`config.mk`:
```
export PLATFORM = sky130hd
export DESIGN_NAME = fb_write_sender
export DESIGN_NICKNAME = d
export VERILOG_FILES = /design/src/rtl/fb_write_sender.sv
export SDC_FILE = /design/constraint.sdc
export NUM_CORES = 1
export LEC_CHECK = 0
export CORE_UTILIZATION = 35
export CTS_BUF_LIST = sky130_fd_sc_hd__clkbuf_4
export CTS_CLUSTER_DIAMETER = 120
export CTS_CLUSTER_SIZE = 8
export DETAILED_ROUTE_END_ITERATION = 6
export PLACE_DENSITY = 0.58
export SYNTH_ARGS = -nofsm -noshare
export SYNTH_HDL_FRONTEND = slang
export SYNTH_SLANG_ARGS = --single-unit
```
`constraint.sdc`:
```
create_clock -name clk_cpu_fast -period 7.5 [get_ports clk_cpu_fast]
set_clock_uncertainty 0.15 [all_clocks]
set_input_delay 0.75 -clock clk_cpu_fast [delete_from_list [all_inputs] [get_ports clk_cpu_fast]]
set_output_delay 0.75 -clock clk_cpu_fast [all_outputs]
set_load 0.02 [all_outputs]
```
`src/rtl/fb_write_sender.sv`:
```
// CPU-domain sender for the frame-buffer write channel: FIFO-buffered writes replayed as framed fb_we strobes.
// Optional macro FB_ACK_EN adds a toggle-ack input that ends each strobe, with a timeout flag.
module fb_write_sender #(
    parameter int unsigned ADDR_W      = 12,
    parameter int unsigned DATA_W      = 12,
    parameter int unsigned FIFO_DEPTH  = 16,
    parameter int unsigned SETUP_CYC   = 1,
    parameter int unsigned HOLD_CYC    = 2,
    parameter int unsigned GAP_CYC     = 2,
    parameter int unsigned ACK_TIMEOUT = 16
) (
    input  logic                            clk_cpu_fast,
    input  logic                            rst_n,
    input  logic                            in_valid,
    output logic                            in_ready,
    input  logic [ADDR_W-1:0]               in_addr,
    input  logic [DATA_W-1:0]               in_data,
    output logic [ADDR_W-1:0]               fb_addr,
    output logic [DATA_W-1:0]               fb_data,
    output logic                            fb_we,
    output logic                            busy,
    output logic [$clog2(FIFO_DEPTH):0]     fifo_level,
`ifdef FB_ACK_EN
    input  logic                            fb_ack_tgl,
    output logic                            ack_err,
`endif
    output logic                            overflow,
    input  logic                            clr_overflow
);

    localparam int unsigned AW      = $clog2(FIFO_DEPTH);
    localparam int unsigned LVL_W   = AW + 1;
    localparam int unsigned ENT_W   = ADDR_W + DATA_W;
    localparam int unsigned MAX_SH  = (SETUP_CYC > HOLD_CYC) ? SETUP_CYC : HOLD_CYC;
    localparam int unsigned MAX_SHG = (MAX_SH > GAP_CYC) ? MAX_SH : GAP_CYC;
    localparam int unsigned CNT_MAX = (MAX_SHG > ACK_TIMEOUT) ? MAX_SHG : ACK_TIMEOUT;
    localparam int unsigned CNT_W   = $clog2(CNT_MAX + 1);

    typedef enum logic [1:0] {IDLE, SETUP, STROBE, GAP} state_t;

    state_t             state, state_next;
    logic [CNT_W-1:0]   cnt, cnt_next;
    logic [ENT_W-1:0]   mem [FIFO_DEPTH];
    logic [LVL_W-1:0]   wr_ptr, rd_ptr, wr_ptr_next, rd_ptr_next, level_next;
    logic               empty_c, full_c, push_c, pop_c, ack_timeout_c;

    // Extra pointer bit distinguishes full from empty when the indices match
    assign empty_c     = (wr_ptr == rd_ptr);
    assign full_c      = (wr_ptr[AW] != rd_ptr[AW]) && (wr_ptr[AW-1:0] == rd_ptr[AW-1:0]);
    assign push_c      = in_valid && !full_c;
    assign wr_ptr_next = wr_ptr + LVL_W'(push_c);
    assign rd_ptr_next = rd_ptr + LVL_W'(pop_c);
    assign level_next  = wr_ptr_next - rd_ptr_next;

`ifdef FB_ACK_EN
    (* ASYNC_REG = "TRUE" *) logic [1:0] ack_sync_q;
    logic ack_seen;
    logic ack_got_c;

    assign ack_got_c = (ack_sync_q[1] != ack_seen);

    // Ack synchronizer, per-strobe reference capture and sticky timeout flag
    always_ff @(posedge clk_cpu_fast or negedge rst_n) begin
        if (!rst_n) begin
            ack_sync_q <= '0;
            ack_seen   <= 1'b0;
            ack_err    <= 1'b0;
        end else begin
            ack_sync_q <= {ack_sync_q[0], fb_ack_tgl};
            if (state == SETUP && state_next == STROBE) ack_seen <= ack_sync_q[1];
            if (ack_timeout_c)     ack_err <= 1'b1;
            else if (clr_overflow) ack_err <= 1'b0;
        end
    end
`endif

    // Next-state and counter logic
    always_comb begin
        state_next    = state;
        cnt_next      = cnt;
        pop_c         = 1'b0;
        ack_timeout_c = 1'b0;
        case (state)
            IDLE: begin
                if (!empty_c) begin
                    pop_c      = 1'b1;
                    state_next = SETUP;
                    cnt_next   = CNT_W'(SETUP_CYC - 1);
                end
            end
            SETUP: begin
                if (cnt == '0) begin
                    state_next = STROBE;
`ifdef FB_ACK_EN
                    cnt_next   = '0;
`else
                    cnt_next   = CNT_W'(HOLD_CYC - 1);
`endif
                end else begin
                    cnt_next = cnt - CNT_W'(1);
                end
            end
            STROBE: begin
`ifdef FB_ACK_EN
                // cnt counts elapsed strobe cycles minus one
                if (ack_got_c && cnt >= CNT_W'(HOLD_CYC - 1)) begin
                    state_next = GAP;
                    cnt_next   = CNT_W'(GAP_CYC - 1);
                end else if (cnt == CNT_W'(ACK_TIMEOUT - 1)) begin
                    state_next    = GAP;
                    cnt_next      = CNT_W'(GAP_CYC - 1);
                    ack_timeout_c = 1'b1;
                end else begin
                    cnt_next = cnt + CNT_W'(1);
                end
`else
                if (cnt == '0) begin
                    state_next = GAP;
                    cnt_next   = CNT_W'(GAP_CYC - 1);
                end else begin
                    cnt_next = cnt - CNT_W'(1);
                end
`endif
            end
            GAP: begin
                if (cnt == '0) begin
                    if (!empty_c) begin
                        pop_c      = 1'b1;
                        state_next = SETUP;
                        cnt_next   = CNT_W'(SETUP_CYC - 1);
                    end else begin
                        state_next = IDLE;
                    end
                end else begin
                    cnt_next = cnt - CNT_W'(1);
                end
            end
            default: state_next = IDLE;
        endcase
    end

    always_ff @(posedge clk_cpu_fast or negedge rst_n) begin
        if (!rst_n) begin
            for (int i = 0; i < int'(FIFO_DEPTH); i++) mem[i] <= '0;
        end else if (push_c) begin
            mem[wr_ptr[AW-1:0]] <= {in_addr, in_data};
        end
    end

    // Control, status and output registers
    always_ff @(posedge clk_cpu_fast or negedge rst_n) begin
        if (!rst_n) begin
            state      <= IDLE;
            cnt        <= '0;
            wr_ptr     <= '0;
            rd_ptr     <= '0;
            fifo_level <= '0;
            in_ready   <= 1'b1;
            busy       <= 1'b0;
            fb_we      <= 1'b0;
            fb_addr    <= '0;
            fb_data    <= '0;
            overflow   <= 1'b0;
        end else begin
            state      <= state_next;
            cnt        <= cnt_next;
            wr_ptr     <= wr_ptr_next;
            rd_ptr     <= rd_ptr_next;
            fifo_level <= level_next;
            in_ready   <= (level_next != LVL_W'(FIFO_DEPTH));
            busy       <= (state_next != IDLE) || (level_next != '0);
            fb_we      <= (state_next == STROBE);
            if (pop_c) {fb_addr, fb_data} <= mem[rd_ptr[AW-1:0]];
            if (in_valid && full_c) overflow <= 1'b1;
            else if (clr_overflow)  overflow <= 1'b0;
        end
    end

endmodule

```
==> results.sh <==
export IMPL_synth_fp_nets=1295
export IMPL_cp_max_fo=54
export IMPL_fmax_mhz=213.6
export IMPL_grt_usage_pct=16.44
export IMPL_path_delay_family="flip-flops"
export IMPL_start_util_pct=35.58
export IMPL_crit_top_cell="ha_1"
export IMPL_yosys_warnings=0
export IMPL_postRouteAntennaNets=0
export IMPL_path_class="register to register"
export IMPL_cts_sinks=434
export IMPL_fill_cells=5367
export IMPL_cts_tree="built"
export IMPL_ys_flop_type="dfrtp_1"
export IMPL_gp_congestion=0.7257
export IMPL_core_um2=57920
export IMPL_required_ns=8.05
export IMPL_grt_pass1_vias=11820
export IMPL_post_drt_via_cell_ratio=5.161
export IMPL_slew_violations=0
export IMPL_fin_setup_tns_ns=0
export IMPL_fp_dieH_um=244.6
export IMPL_port_buffer_count=60
export IMPL_die_w_um=244.6
export IMPL_io_pins=61
export IMPL_synth_top_family_by_area="multiplexers"
export IMPL_syn_inst=1252
export IMPL_critPathMaxStageDelay_ns=1.04
export IMPL_drtPass1Iterations=4
export IMPL_cp_arrival_ns=5.23
export IMPL_syn_area_um2=20610
export IMPL_async_flop_share_pct=100.0
export IMPL_critPathCaptureType="register"
export IMPL_synth_adder_area_share_pct=0.9472
export IMPL_outcome="finished clean"
export IMPL_slew_headroom_pct=18.79
export IMPL_synthMuxAreaShare_pct=35.51
export IMPL_syn_area_per_cell_um2=16.46
export IMPL_drive_gt1_share_pct=46.39
export IMPL_rsz0062_at_grt="no"
export IMPL_synthTopCellsByArea="dfrtp_1 (53%), mux2_4 (16%), mux4_2 (10%)"
export IMPL_final_common_cell="dfrtp_1"
export IMPL_grt_pass1_wl_mm=74.99
export IMPL_row_count=88
export IMPL_place_hpwl_mm=25.47
export IMPL_clk_latency_ns=0.83
export IMPL_cap_violations=0
export IMPL_die_area_um2=59850
export IMPL_fin_nets=1331
export IMPL_crit_chain="xnor2_1 > nand4_2 > o211ai_1 > buf_4 > inv_1 > ha_1 > ha_1 > inv_1 > ha_1 > nor2b_1 > a2bb2oi_1 > or3_4 > a2111oi_4 > nand4bb_1"
export IMPL_power_density_nw_per_um2=439.4
export IMPL_antenna_found_initial=4
export IMPL_p_leak_uw=0.009999
export IMPL_grt_ovfl_total=0
export IMPL_grt_max_degree=182
export IMPL_ir_drop_mv=0.1782
export IMPL_h_tree_depth=2
export IMPL_routed_wl_mm=47.56
export IMPL_synth_xor_area_share_pct=0.7043
export IMPL_num_vias=10680
export IMPL_min_path_type="primary input to register"
export IMPL_crit_buf_inv=3
export IMPL_cts_resized=0
export IMPL_synth_compound_area_share_pct=3.582
export IMPL_drtIter0Drc=555
export IMPL_route_detailed_drc=0
export IMPL_synth_top_cell_area_share_pct=52.58
export IMPL_synth_edf_count=0
export IMPL_synth_simple_area_share_pct=2.975
export IMPL_hold_worst_slack_ns=0.3495
export IMPL_worstSetupStartpointType="register"
export IMPL_cp_slowest_cell="dfrtp_4"
export IMPL_cts_buffers=60
export IMPL_detail_route_wl_per_cell_um=22.99
export IMPL_finalCriticalPeriod_ns=4.682
export IMPL_area_growth_pct=8.160
export IMPL_synth_distinct_cells=50
export IMPL_clockRootBuffer="clkbuf_4"
export IMPL_finalSetupViolations=0
export IMPL_clock_path_buffers=3
export IMPL_finalCritPeriodShare_pct=62.43
export IMPL_clk_pin_slew_ns=0.11
export IMPL_synth_seq_area_share_pct=52.71
export IMPL_worst_pin_slew_ns=1.218
export IMPL_synth_top_cell_by_area="dfrtp_1"
export IMPL_finalHoldViolations=0
export IMPL_final_cell_mix="dfrtp_1 (431), mux2_4 (219), mux2_2 (164)"
export IMPL_ys_ff_latch=434
[area by class of cell]
class	count	area (µm²)	share of cell area [%]
Multi-Input combinational cell	695	9059	40.64
Antenna cell	2	5.005	0.02245
Tap cell	765	957.2	4.294
Sequential cell	434	10870	48.77
Clock buffer	73	548.0	2.459
Clock inverter	3	16.27	0.07298
Timing Repair Buffer	80	770.7	3.458
Inverter	17	63.81	0.2863
[cell usage after synthesis, drive strengths merged (3+ instances only)]
cell and number:
a22o 25, nand3 3, a21o 3, xnor2 12, mux2 384, nand4 10
or3 3, and2 4, nor3 8, mux4 96, nand2 32, buf 63
a221oi 24, nor2b 9, clkbuf 43, dfrtp 433, ha 14, o21ai 33
nor2 11, inv 17
[registers in the layout, indices dropped and copies added (netlist names)]
register / flops
rd_ptr: 5
in_ready: 1
overflow: 1
wr_ptr: 5
busy: 1
fb_addr: 12
fb_we: 1
fifo_level: 5
mem: 384
fb_data: 12
cnt: 5
state: 2
[power by group]
part	total (µW)	internal [µW]	leakage (µW)	switching, µW
Clock	1250	442	0.000348	809
Sequential	4210	3460	0.00538	749
Combinational	4340	2610	0.00427	1730
[stage by stage]
step                      cell area, µm²  total power [µW]  instances  setup WS, ns  utilization [%]
final                              22290              9795       2069         2.818            38.49
after global routing               22290             10460       2069         2.433            38.49
after CTS                          22280              9935       2067         2.736            38.48
after detailed placement           21710              8643       1990         2.764            37.48
after global placement             21710              8510       1990         2.814            37.48
after floorplan                    20610              7534       1252         3.710                -
[per-layer routing]
| layer | part of all wire (%) | wire length, µm | global-route usage (%) | vias up |
|---|---|---|---|---|
| li1 | - | - | - | 4698 |
| met1 | 47 | 22280 | 23.08 | 5739 |
| met2 | 47 | 22360 | 26.00 | 160 |
| met3 | 4.0 | 1915 | 2.985 | 76 |
| met4 | 2.0 | 962 | 4.614 | 6 |
| met5 | 0.095 | 45 | 0 | - |
[final timing paths]
path | start | endpoint | slack, ns | depth (start not counted)
min | clr_overflow | overflow | 0.35 | 2
max | rd_ptr[1] | busy | 2.82 | 14
max reg2reg | rd_ptr[1] | busy | 2.82 | 14
min reg2reg | fb_addr[4] | fb_addr[4] | 0.35 | 2
max in group asynchronous | rst_n | mem[219] | 4.97 | 4
min in group asynchronous | rst_n | fifo_level[0] | 0.38 | 2
[timing repair]
| item | in CTS | in global routing |
|---|---|---|
| hold buffers | 1 | 0 |
| hold endpoints to repair | 96 | 0 |
| buffers inserted | 0 | 0 |
[logic make-up (layout without fill, tap and decap cells)]
| family | after synthesis | after routing |
|---|---|---|
| AO/OA/AOI/OAI | 97 | 97 |
| XOR/XNOR | 15 | 15 |
| adder cells (fa/ha/maj) | 15 | 15 |
| buffers and inverters | 123 | 173 |
| flip-flops | 434 | 434 |
| multiplexers | 481 | 481 |
| other | 0 | 2 |
| AND/OR/NAND/NOR | 87 | 87 |
Note: power is estimated with default switching activity, not from simulation.
